===== src/rtl/hanming_decoder_pkg.sv =====
// Shared definitions for the 12-bit Hamming codeword: bit positions,
// correctable syndromes and the syndrome function used by encoder and decoder.
package hanming_decoder_pkg;

   localparam int unsigned C1 = 0;
   localparam int unsigned C2 = 1;
   localparam int unsigned D0 = 2;
   localparam int unsigned C3 = 3;
   localparam int unsigned D1 = 4;
   localparam int unsigned D2 = 5;
   localparam int unsigned D3 = 6;
   localparam int unsigned C4 = 7;
   localparam int unsigned D4 = 8;
   localparam int unsigned D5 = 9;
   localparam int unsigned D6 = 10;
   localparam int unsigned D7 = 11;

   localparam logic [3:0] SYN_D2 = 4'b0011;
   localparam logic [3:0] SYN_D4 = 4'b0101;
   localparam logic [3:0] SYN_D5 = 4'b0110;
   localparam logic [3:0] SYN_D6 = 4'b0111;

   function automatic logic [3:0] calc_syndrome(input logic [11:0] cw);
      logic s1, s2, s3, s4;
      s1 = cw[C1] ^ cw[D0] ^ cw[D2] ^ cw[D4] ^ cw[D6];
      s2 = cw[C2] ^ cw[D1] ^ cw[D2] ^ cw[D5] ^ cw[D6];
      s3 = cw[C3] ^ cw[D3] ^ cw[D4] ^ cw[D5] ^ cw[D6];
      s4 = cw[C4] ^ cw[D7];
      return {s4, s3, s2, s1};
   endfunction

   function automatic logic [7:0] data_field(input logic [11:0] cw);
      return {cw[D7], cw[D6], cw[D5], cw[D4], cw[D3], cw[D2], cw[D1], cw[D0]};
   endfunction

endpackage


===== src/rtl/hanming_err_counter.sv =====
// Saturating event counter with synchronous clear; en gates both clear and count.
module hanming_err_counter #(
   parameter int unsigned CNT_W = 16
) (
   input  logic             clk,
   input  logic             rst,
   input  logic             en,
   input  logic             clr,
   input  logic             inc,
   output logic [CNT_W-1:0] count
);

   always_ff @(posedge clk) begin
      if (rst) begin
         count <= '0;
      end else if (en) begin
         if (clr)
            count <= '0;
         else if (inc && (count != '1))
            count <= count + 1'b1;
      end
   end

endmodule


===== src/rtl/hanming_decoder.sv =====
// Three-stage Hamming decoder: capture, syndrome, correct/flag, plus
// saturating corrected/uncorrected error counters.
module hanming_decoder
   import hanming_decoder_pkg::*;
#(
   parameter int unsigned CNT_W = 16
) (
   input  logic             clk,
   input  logic             rst,
   input  logic             EN,
   input  logic [11:0]      Data_in,
   input  logic             Data_vld,
   input  logic             cnt_clr,
   output logic [7:0]       Data_out,
   output logic             qvld,
   output logic [3:0]       syndrome,
   output logic             err_corr,
   output logic             err_uncorr,
   output logic [CNT_W-1:0] corr_cnt,
   output logic [CNT_W-1:0] uncorr_cnt
);

   logic        v1, v2;
   logic [11:0] cw1, cw2;
   logic [3:0]  syn2;
   logic [7:0]  data_fix;
   logic        corr_hit;
   logic        corr_next;
   logic        uncorr_next;

   always_ff @(posedge clk) begin
      if (rst) begin
         v1   <= 1'b0;
         cw1  <= '0;
         v2   <= 1'b0;
         cw2  <= '0;
         syn2 <= '0;
      end else if (EN) begin
         v1 <= Data_vld;
         if (Data_vld)
            cw1 <= Data_in;
         v2 <= v1;
         if (v1) begin
            cw2  <= cw1;
            syn2 <= calc_syndrome(cw1);
         end
      end
   end

   // Weight-1 syndromes are deliberately not in the correctable set: they
   // cannot distinguish a check-bit error from a d0/d1/d3/d7 error.
   always_comb begin
      data_fix = data_field(cw2);
      corr_hit = 1'b1;
      case (syn2)
         SYN_D2:  data_fix[2] = ~data_fix[2];
         SYN_D4:  data_fix[4] = ~data_fix[4];
         SYN_D5:  data_fix[5] = ~data_fix[5];
         SYN_D6:  data_fix[6] = ~data_fix[6];
         default: corr_hit = 1'b0;
      endcase
      corr_next   = v2 && corr_hit;
      uncorr_next = v2 && !corr_hit && (syn2 != '0);
   end

   always_ff @(posedge clk) begin
      if (rst) begin
         Data_out   <= '0;
         qvld       <= 1'b0;
         syndrome   <= '0;
         err_corr   <= 1'b0;
         err_uncorr <= 1'b0;
      end else if (EN) begin
         qvld       <= v2;
         err_corr   <= corr_next;
         err_uncorr <= uncorr_next;
         if (v2) begin
            Data_out <= data_fix;
            syndrome <= syn2;
         end
      end
   end

   hanming_err_counter #(.CNT_W(CNT_W)) u_corr_cnt (
      .clk   (clk),
      .rst   (rst),
      .en    (EN),
      .clr   (cnt_clr),
      .inc   (corr_next),
      .count (corr_cnt)
   );

   hanming_err_counter #(.CNT_W(CNT_W)) u_uncorr_cnt (
      .clk   (clk),
      .rst   (rst),
      .en    (EN),
      .clr   (cnt_clr),
      .inc   (uncorr_next),
      .count (uncorr_cnt)
   );

endmodule


===== config.mk =====
export PLATFORM = sky130hd
export DESIGN_NAME = hanming_decoder
export DESIGN_NICKNAME = d
export VERILOG_FILES = /design/src/rtl/hanming_decoder_pkg.sv /design/src/rtl/hanming_err_counter.sv /design/src/rtl/hanming_decoder.sv
export SDC_FILE = /design/constraint.sdc
export NUM_CORES = 1
export LEC_CHECK = 0
export BUFFER_PORTS_ARGS = -buffer_cell sky130_fd_sc_hd__buf_4
export CAP_MARGIN = 30
export CORE_MARGIN = 2
export CORE_UTILIZATION = 45
export DETAILED_ROUTE_END_ITERATION = 8
export GPL_ROUTABILITY_DRIVEN = 0
export PLACE_DENSITY = 0.66
export SKIP_LAST_GASP = 1
export SLEW_MARGIN = 40
export SYNTH_ARGS = -nofsm -noshare
export SYNTH_HDL_FRONTEND = slang
export SYNTH_HIERARCHICAL = 1
export SYNTH_SLANG_ARGS = --single-unit
export TNS_END_PERCENT = 30

===== constraint.sdc =====
create_clock -name clk -period 4.8 [get_ports clk]
set_input_delay 1.44 -clock clk [delete_from_list [all_inputs] [get_ports clk]]
set_output_delay 1.44 -clock clk [all_outputs]
set_load 0.01 [all_outputs]

==> run_results.csv, run 1 <==
group,metric,value,unit
critical_path,arrival,3.04,ns
critical_path,cp_top_family,"simple AND/OR/NAND/NOR gates",
layout,nets,528,
yosys,synth_top_area_share,38.4,%
timing,tns,0,ns
grt,grt_pass1_vias,3388,
outcome,outcome,"finished, final reports clean",
layout,diodes,0,
place,port_buffers,63,
drt,drc_errors,0,
critical_path,cp_slowest_cell,"or4_1",
yosys,ys_ff_latch,73,
grt,grtUsageTotal,21.3,%
timing,min_period_over_period,57.6,%
power,cellLeakagePower,1.51,nW
yosys,syn_area_per_cell,8.19,sq um
drt,dr.pass1.iters,4,
power,p_total,1.12,mW
power,ir_drop,0.000203,V
timing,slew_headroom,48.9,%
yosys,yosysWarnings,6,
floorplanning,io_pins,64,
layout,syn_to_final_growth,17.6,%
timing,fmaxAchievable,361,MHz
drt,detail_route.iter0.violations,149,
grt,grt.overflow.total,0,
yosys,netlist.top_cell.by_area,"dfxtp_1",
yosys,ys_seq_area_share,38.4,%
drt,num_vias,3659,
yosys,postSynthNetCount,484,
critical_path,cp_cell_sequence,"buf_4 -> nor2b_1 -> nand2_1 -> or4_1 -> a21oi_1",
clocking,h-tree-depth,3,
clocking,cts_tree,"built",
yosys,yosys-top-cells-area,"dfxtp_1, nand2_1, a21oi_1",
drt,wire_per_inst,15.4,um
grt,grt_pass1_wl,15800,um
yosys,synthCells,465,
floorplanning,die_area,9210,sq um
drt,wirelength,9510,um
timing,setup_viol,0,
clocking,cts-root-buf,"clkbuf_8",
timing,fin_crit,2.77,ns
critical_path,end_kind,"register",
critical_path,critical_path_class,"input port to register",
drt,vias_per_cell,5.92,
clocking,cts_buffer_depth,2,
timing,hold_viol,0,
yosys,synthesis.area,3810,sq um
critical_path,crit_fanout,43,
yosys,synth.top_cells.by_count,"nand2_1, dfxtp_1, a21oi_1, nand2b_1, clkbuf_1",
floorplanning,die_x,96.0,um
clocking,cts_sinks,73,
yosys,synth_edf_count,0,
critical_path,critPathRequiredTime,5.07,ns
critical_path,setup.worst_path.start_class,"input port",
clocking,clk_latency,0.35,ns
layout,final_core_util,54.5,%
floorplanning,initial_core_util,46.3,%
floorplanning,row_count,33,
critical_path,worst_path_largest_cell_delay,0.54,ns
timing,tightest_slew,0.761,ns
floorplanning,die-height,96.0,um
floorplanning,coreArea,8220,sq um
clocking,clk_pin_slew_worst_paths,0.08,ns
clocking,cts_setup_buffers,0,
yosys,yosysMostFrequentCell,"nand2_1",
grt,grt_max_degree,82,
flow_run,max-cap-violations,0,
clocking,holdBufCountCts,0,
yosys,synth_cell_types,43,
power,pwr_density_cell,250,nW/um^2
yosys,postSynth.asyncResetShare,0,%
yosys,ys.flop_type,"dfxtp_1",
timing,fin_skew,0.0107,ns
timing,rsz0062_at_grt,"false",
timing,slew_viol_final,0,
clocking,ctsResizeCount,0,
grt,grt_antenna_before_repair,0,
drt,ant_nets,0,
hold_path,hp-class,"register to register",
place,hpwl,6380,um
critical_path,crit_buf_inv,1,
layout,drive_gt1_share,17.7,%
clocking,cts_made_buffers,9,
==> flip-flops by register name, indices dropped and copies added (netlist names) <==
| register | flops |
|---|---|
| Data_out | 8 |
| cw1 | 12 |
| cw2 | 8 |
| err_corr | 1 |
| err_uncorr | 1 |
| qvld | 1 |
| syn2 | 4 |
| syndrome | 4 |
| u_corr_cnt/count | 16 |
| u_uncorr_cnt/count | 16 |
| v1 | 1 |
| v2 | 1 |
==> per-layer routing <==
layer,GRT usage (%),up-vias,part of all wire (%)
met3,4.62,7,5.7
met5,0,-,0
li1,-,1816,-
met4,5.00,0,0.84
met2,36.8,116,49
met1,27.3,1720,45
==> logic make-up after synthesis <==
| family | Yosys count | share of synthesized area [%] |
|---|---|---|
| and+or+nand+nor | 232 | 34.3 |
| buffers and inverters | 38 | 4.11 |
| AOI/OAI and AO/OA | 104 | 17.7 |
| adders and majority gates | 3 | 0.953 |
| xor gates and xnor gates | 14 | 4.31 |
| muxes | 1 | 0.263 |
| DFF | 73 | 38.4 |
==> cell usage in the layout, fill, tap and decap left out, types with 2 or more instances in the layout <==
master / n
ha_1: 2
and2_1: 4
clkbuf_8: 9
inv_1: 8
nand4_1: 16
or2_2: 4
o211ai_1: 14
dfxtp_1: 73
or2b_1: 2
nand2b_1: 20
nand4_4: 2
a41o_1: 2
a31oi_1: 16
nand3_1: 18
or4_1: 18
a21oi_1: 46
o311ai_0: 8
nand4b_1: 5
nor2_1: 11
nor2b_1: 2
nor3b_1: 9
or3_1: 14
nand2_1: 82
nor3_1: 3
and4_1: 2
nor4_1: 12
xnor2_1: 8
clkinvlp_4: 3
a211oi_1: 7
and4bb_2: 2
buf_4: 62
and3_1: 2
a211o_1: 8
xnor3_1: 3
xor2_1: 3
nor4_4: 2
==> layout make-up <==
type                            instances  area (sq um)
Fill cell                             819          3740
Multi-Input combinational cell        354          2210
Sequential cell                        73          1460
Timing Repair Buffer                   63           477
Tap cell                              105           131
Clock buffer                            9           124
Clock inverter                          6          45.0
Inverter                                8          30.0
==> worst reg2reg max path: stages (launching register included) <==
cell and delay, ns:
dfxtp_1 0.53, maj3_2 0.28, and3b_1 0.54, nand2_1 0.09, or4_1 0.43, or4_1 0.41
a31oi_1 0.16
==> power breakdown <==
part / leakage (nW) / switching [mW] / internal (mW) / total, mW
clock network: 0.0777 / 0.238 / 0.186 / 0.424
logic: 0.839 / 0.0416 / 0.0312 / 0.0728
registers: 0.590 / 0.00871 / 0.613 / 0.622
total: 1.51 / 0.288 / 0.830 / 1.12
==> final timing paths <==
check	start	to	slack (ns)	cells after the start
min reg2reg	syndrome[3]	syndrome[3]	0.46	2
min	syndrome[3]	syndrome[3]	0.46	2
max	EN	u_corr_cnt/count[3]	2.03	5
max reg2reg	syn2[2]	u_corr_cnt/count[12]	2.30	6
==> metrics by stage <==
step	worst slack (ns)	std cells	cell area (sq um)	hold WS, ns
floorplan	2.18	465	3810	0.432
global placement	1.82	603	4280	0.447
detailed placement	1.72	603	4300	0.447
CTS	2.07	618	4470	0.459
global route	1.98	618	4470	0.473
finish	2.03	618	4470	0.456
(Power assumes the default switching activity.)
==> run 2, diff against run 1 <==
--- a/config.mk
+++ b/config.mk
@@ -11,7 +11,7 @@
 export CORE_UTILIZATION = 45
 export DETAILED_ROUTE_END_ITERATION = 8
 export GPL_ROUTABILITY_DRIVEN = 0
-export PLACE_DENSITY = 0.66
+export PLACE_DENSITY = 0.69
 export SKIP_LAST_GASP = 1
 export SLEW_MARGIN = 40
 export SYNTH_ARGS = -nofsm -noshare
==> constraint.sdc (replaced) <==
create_clock -name clk -period 2.5 [get_ports clk]
set_input_delay 0.75 -clock clk [delete_from_list [all_inputs] [get_ports clk]]
set_output_delay 0.75 -clock clk [all_outputs]
set_load 0.01 [all_outputs]
==> run_results.csv, run 2 (synthesis gave the netlist of run 1 again) <==
group,metric,value,unit
timing,fin_crit,2.24,ns
hold_path,hp-class,"register to register",
layout,drive_gt1_share,19.8,%
clocking,ctsResizeCount,0,
clocking,h-tree-depth,3,
critical_path,startpoint,"syn2[0]",
timing,timing.hold.ws,0.462,ns
grt,grt_max_degree,40,
critical_path,critical_path_class,"register to register",
critical_path,worst_path_largest_cell_delay,0.47,ns
clocking,cts-root-buf,"clkbuf_8",
clocking,clk_pin_slew_worst_paths,0.09,ns
timing,min_period_over_period,89.5,%
floorplanning,initial_core_util,46.3,%
clocking,cts_buffer_depth,2,
clocking,cts_tree,"built",
floorplanning,io_pins,64,
floorplanning,row_count,33,
power,pwr_density_cell,505,nW/um^2
floorplanning,coreArea,8220,sq um
layout,nets,540,
hold_path,hp-start,"cw2[6]",
critical_path,cp_top_family,"simple AND/OR/NAND/NOR gates",
flow_run,max-cap-violations,0,
layout,syn_to_final_growth,20.3,%
clocking,cts_made_buffers,9,
critical_path,arrival,2.52,ns
critical_path,r2r_start,"syn2[0]",
drt,dr.pass1.iters,4,
layout,final_common_cell,"nand2_1",
grt,grt_pass1_wl,15400,um
drt,wirelength,9410,um
drt,ant_nets,0,
place,hpwl,6540,um
grt,grt.overflow.total,0,
clocking,cts_setup_buffers,0,
timing,tightest_slew,0.713,ns
grt,grt_antenna_before_repair,0,
floorplanning,die_area,9210,sq um
power,cellLeakagePower,1.56,nW
drt,detail_route.iter0.violations,209,
critical_path,setup.worst_path.start_class,"register",
timing,slew_headroom,52.0,%
grt,grt_pass1_vias,3164,
layout,diodes,0,
grt,grtUsageTotal,21.2,%
layout,final_core_util,55.7,%
critical_path,end_kind,"register",
timing,tns,0,ns
timing,fin_skew,0.0122,ns
critical_path,crit_buf_inv,0,
clocking,holdBufCountCts,0,
clocking,clk_latency,0.36,ns
critical_path,cp_slowest_cell,"dfxtp_1",
layout,largest_registers,"u_corr_cnt/count: 16 flops, u_uncorr_cnt/count: 16 flops, cw1: 12 flops",
timing,hold_viol,0,
timing,setup_viol,0,
floorplanning,die_x,96.0,um
timing,rsz0062_at_grt,"false",
power,ir_drop,0.000281,V
drt,wire_per_inst,14.9,um
critical_path,critPathRequiredTime,2.79,ns
critical_path,cp_cell_sequence,"nor3b_1 -> o31a_1 -> nand2_1 -> or4_1 -> or4_1 -> a31oi_1",
layout,final_cell_mix,"nand2_1, buf_4, dfxtp_1",
outcome,outcome,"finished, final reports clean",
critical_path,crit_fanout,9,
timing,slew_viol_final,0,
clocking,cts_sinks,73,
timing,fmaxAchievable,447,MHz
floorplanning,die-height,96.0,um
drt,num_vias,3715,
drt,vias_per_cell,5.89,
place,port_buffers,63,
critical_path,cpMostUsedCell,"or4_1",
drt,drc_errors,0,
==> run 2: path summary, 6_finish.rpt <==
| check | to | slack [ns] | cells past startpoint |
|---|---|---|---|
| max | u_uncorr_cnt/count[12] | 0.26 | 6 |
| min | cw2[6] | 0.46 | 2 |
| max reg2reg | u_uncorr_cnt/count[12] | 0.26 | 6 |
| min reg2reg | cw2[6] | 0.46 | 2 |
==> run 2: per-stage QoR <==
stage / area, sq um / power, mW / setup WS (ns) / cells
floorplan: 3810 / 1.32 / 0.508 / 465
global placement: 4370 / 1.37 / 0.398 / 615
detailed placement: 4370 / 1.37 / 0.339 / 615
CTS: 4580 / 2.34 / 0.307 / 631
global route: 4580 / 2.41 / 0.112 / 631
finish: 4580 / 2.31 / 0.263 / 631
==> run 2: layout make-up <==
class                           instances  area [sq um]
Fill cell                             773          3640
Multi-Input combinational cell        354          2190
Sequential cell                        73          1460
Timing Repair Buffer                   75           563
Tap cell                              105           131
Clock buffer                            9           124
Clock inverter                          7          81.3
Inverter                                8          30.0
==> run 2: worst register-to-register path, cell delays in order, from the launching register on <==
cell	delay [ns]
dfxtp_1	0.47
nor3b_1	0.32
o31a_1	0.32
nand2_1	0.07
or4_1	0.41
or4_1	0.41
a31oi_1	0.17
==> run 2: report_power, final <==
group,switching (mW),internal (mW)
logic,0.0821,0.0659
clock network,0.494,0.477
registers,0.0157,1.18
==> run 2: routing by layer <==
metal  vias up  share of wire, %  global-route usage, %
met5         -                 0                      0
met4         0               1.7                   8.81
met3        13               5.5                   2.90
met2       125                46                   33.4
met1      1745                47                   29.2
li1       1832                 -                      -
==> run 3, diff against run 2 <==
--- a/config.mk
+++ b/config.mk
@@ -11,7 +11,8 @@
 export CORE_UTILIZATION = 45
 export DETAILED_ROUTE_END_ITERATION = 8
 export GPL_ROUTABILITY_DRIVEN = 0
-export PLACE_DENSITY = 0.69
+export PLACE_DENSITY = 0.79
+export REMOVE_ABC_BUFFERS = 1
 export SKIP_LAST_GASP = 1
 export SLEW_MARGIN = 40
 export SYNTH_ARGS = -nofsm -noshare
==> run_results.csv, run 3 (synthesis gave the netlist of run 1 again) <==
group,metric,value,unit
outcome,outcome,"finished, final reports clean",
grt,grt.overflow.total,0,
critical_path,critPathRequiredTime,2.78,ns
drt,wire_per_inst,15.2,um
timing,fin_skew,0.0128,ns
layout,final_common_cell,"nand2_1",
clocking,cts_tree,"built",
place,pre_cts_slack,0.332,ns
timing,tns,0,ns
clocking,clk_latency,0.36,ns
timing,setup_ws,0.292,ns
layout,final_cell_mix,"nand2_1, dfxtp_1, buf_4",
layout,final_core_util,55.2,%
floorplanning,die-height,96.0,um
drt,num_vias,3698,
place,port_buffers,63,
power,ir_drop,0.000227,V
critical_path,setup.worst_path.start_class,"register",
timing,min_period_over_period,88.3,%
layout,nets,537,
floorplanning,die_area,9210,sq um
grt,grtUsageTotal,20.8,%
timing,rsz0062_at_grt,"false",
grt,grt_max_degree,50,
timing,slew_headroom,44.0,%
clocking,h-tree-depth,3,
drt,drc_errors,0,
floorplanning,initial_core_util,46.3,%
grt,grt_pass1_wl,15300,um
clocking,cts-root-buf,"clkbuf_8",
grt,grt_antenna_before_repair,0,
power,pwr_density_cell,488,nW/um^2
drt,wirelength,9520,um
drt,vias_per_cell,5.89,
critical_path,arrival,2.48,ns
clocking,cts_buffer_depth,2,
critical_path,crit_fanout,9,
floorplanning,io_pins,64,
drt,dr.pass1.iters,5,
layout,drive_gt1_share,19.3,%
timing,tightest_slew,0.832,ns
layout,num-fill-cells,739,
grt,grt_pass1_vias,3305,
timing,fmaxAchievable,453,MHz
timing,hold_viol,0,
power,cellLeakagePower,1.53,nW
clocking,cts_made_buffers,9,
timing,setup_viol,0,
floorplanning,row_count,33,
clocking,holdBufCountCts,0,
layout,diodes,0,
clocking,cts_setup_buffers,0,
layout,syn_to_final_growth,19.2,%
flow_run,max-cap-violations,0,
clocking,cts_sinks,73,
drt,detail_route.iter0.violations,214,
critical_path,end_kind,"register",
floorplanning,die_x,96.0,um
layout,largest_registers,"u_corr_cnt/count: 16 flops, u_uncorr_cnt/count: 16 flops, cw1: 12 flops",
hold_path,hp-class,"register to register",
timing,slew_viol_final,0,
floorplanning,coreArea,8220,sq um
timing,fin_crit,2.21,ns
drt,ant_nets,0,
timing,timing.hold.ws,0.458,ns
critical_path,critical_path_class,"register to register",
clocking,ctsResizeCount,0,
clocking,clk_pin_slew_worst_paths,0.09,ns
place,hpwl,6600,um
run 3: final timing paths:
| check | start | endpoint | slack [ns] | depth (start not counted) |
|---|---|---|---|---|
| hold / removal | cw2[6] | Data_out[3] | 0.46 | 2 |
| setup / recovery | syn2[2] | u_corr_cnt/count[12] | 0.29 | 6 |
| setup reg to reg | syn2[2] | u_corr_cnt/count[12] | 0.29 | 6 |
| hold reg to reg | cw2[6] | Data_out[3] | 0.46 | 2 |
run 3: report_power, final:
group | leakage [nW] | total (mW) | internal, mW | switching (mW)
registers | 0.590 | 1.19 | 1.18 | 0.0155
logic | 0.850 | 0.146 | 0.0646 | 0.0818
clock network | 0.0923 | 0.877 | 0.379 | 0.498
run 3: through the flow:
stage | std cells | power, mW | cell area, sq um
after global routing | 628 | 2.30 | 4540
final | 628 | 2.22 | 4540
after floorplan | 435 | 1.29 | 3680
after global placement | 612 | 1.36 | 4350
after CTS | 628 | 2.23 | 4540
after detailed placement | 612 | 1.37 | 4350
run 3: metal layers:
metal | GRT usage [%] | wire, um | vias up | share of wire [%]
li1 | - | - | 1839 | -
met1 | 28.6 | 4360 | 1712 | 46
met5 | 0 | 0 | - | 0
met4 | 9.17 | 166 | 0 | 1.7
met2 | 32.5 | 4490 | 129 | 47
met3 | 3.05 | 496 | 18 | 5.2
run 3: final cells by class:
type                            instances  area, sq um  area share (%)
Multi-Input combinational cell        354         2190            48.2
Sequential cell                        73         1460            32.2
Timing Repair Buffer                   72          541            11.9
Tap cell                              105          131            2.89
Clock buffer                            9          124            2.73
Clock inverter                          7         62.6            1.38
Inverter                                8         30.0           0.662
run 3: critical path: stages (launching register included):
cell and delay (ns):
dfxtp_1 0.49, maj3_2 0.25, and3b_1 0.29, nand2_1 0.07
or4_1 0.42, or4_1 0.42, a31oi_1 0.20
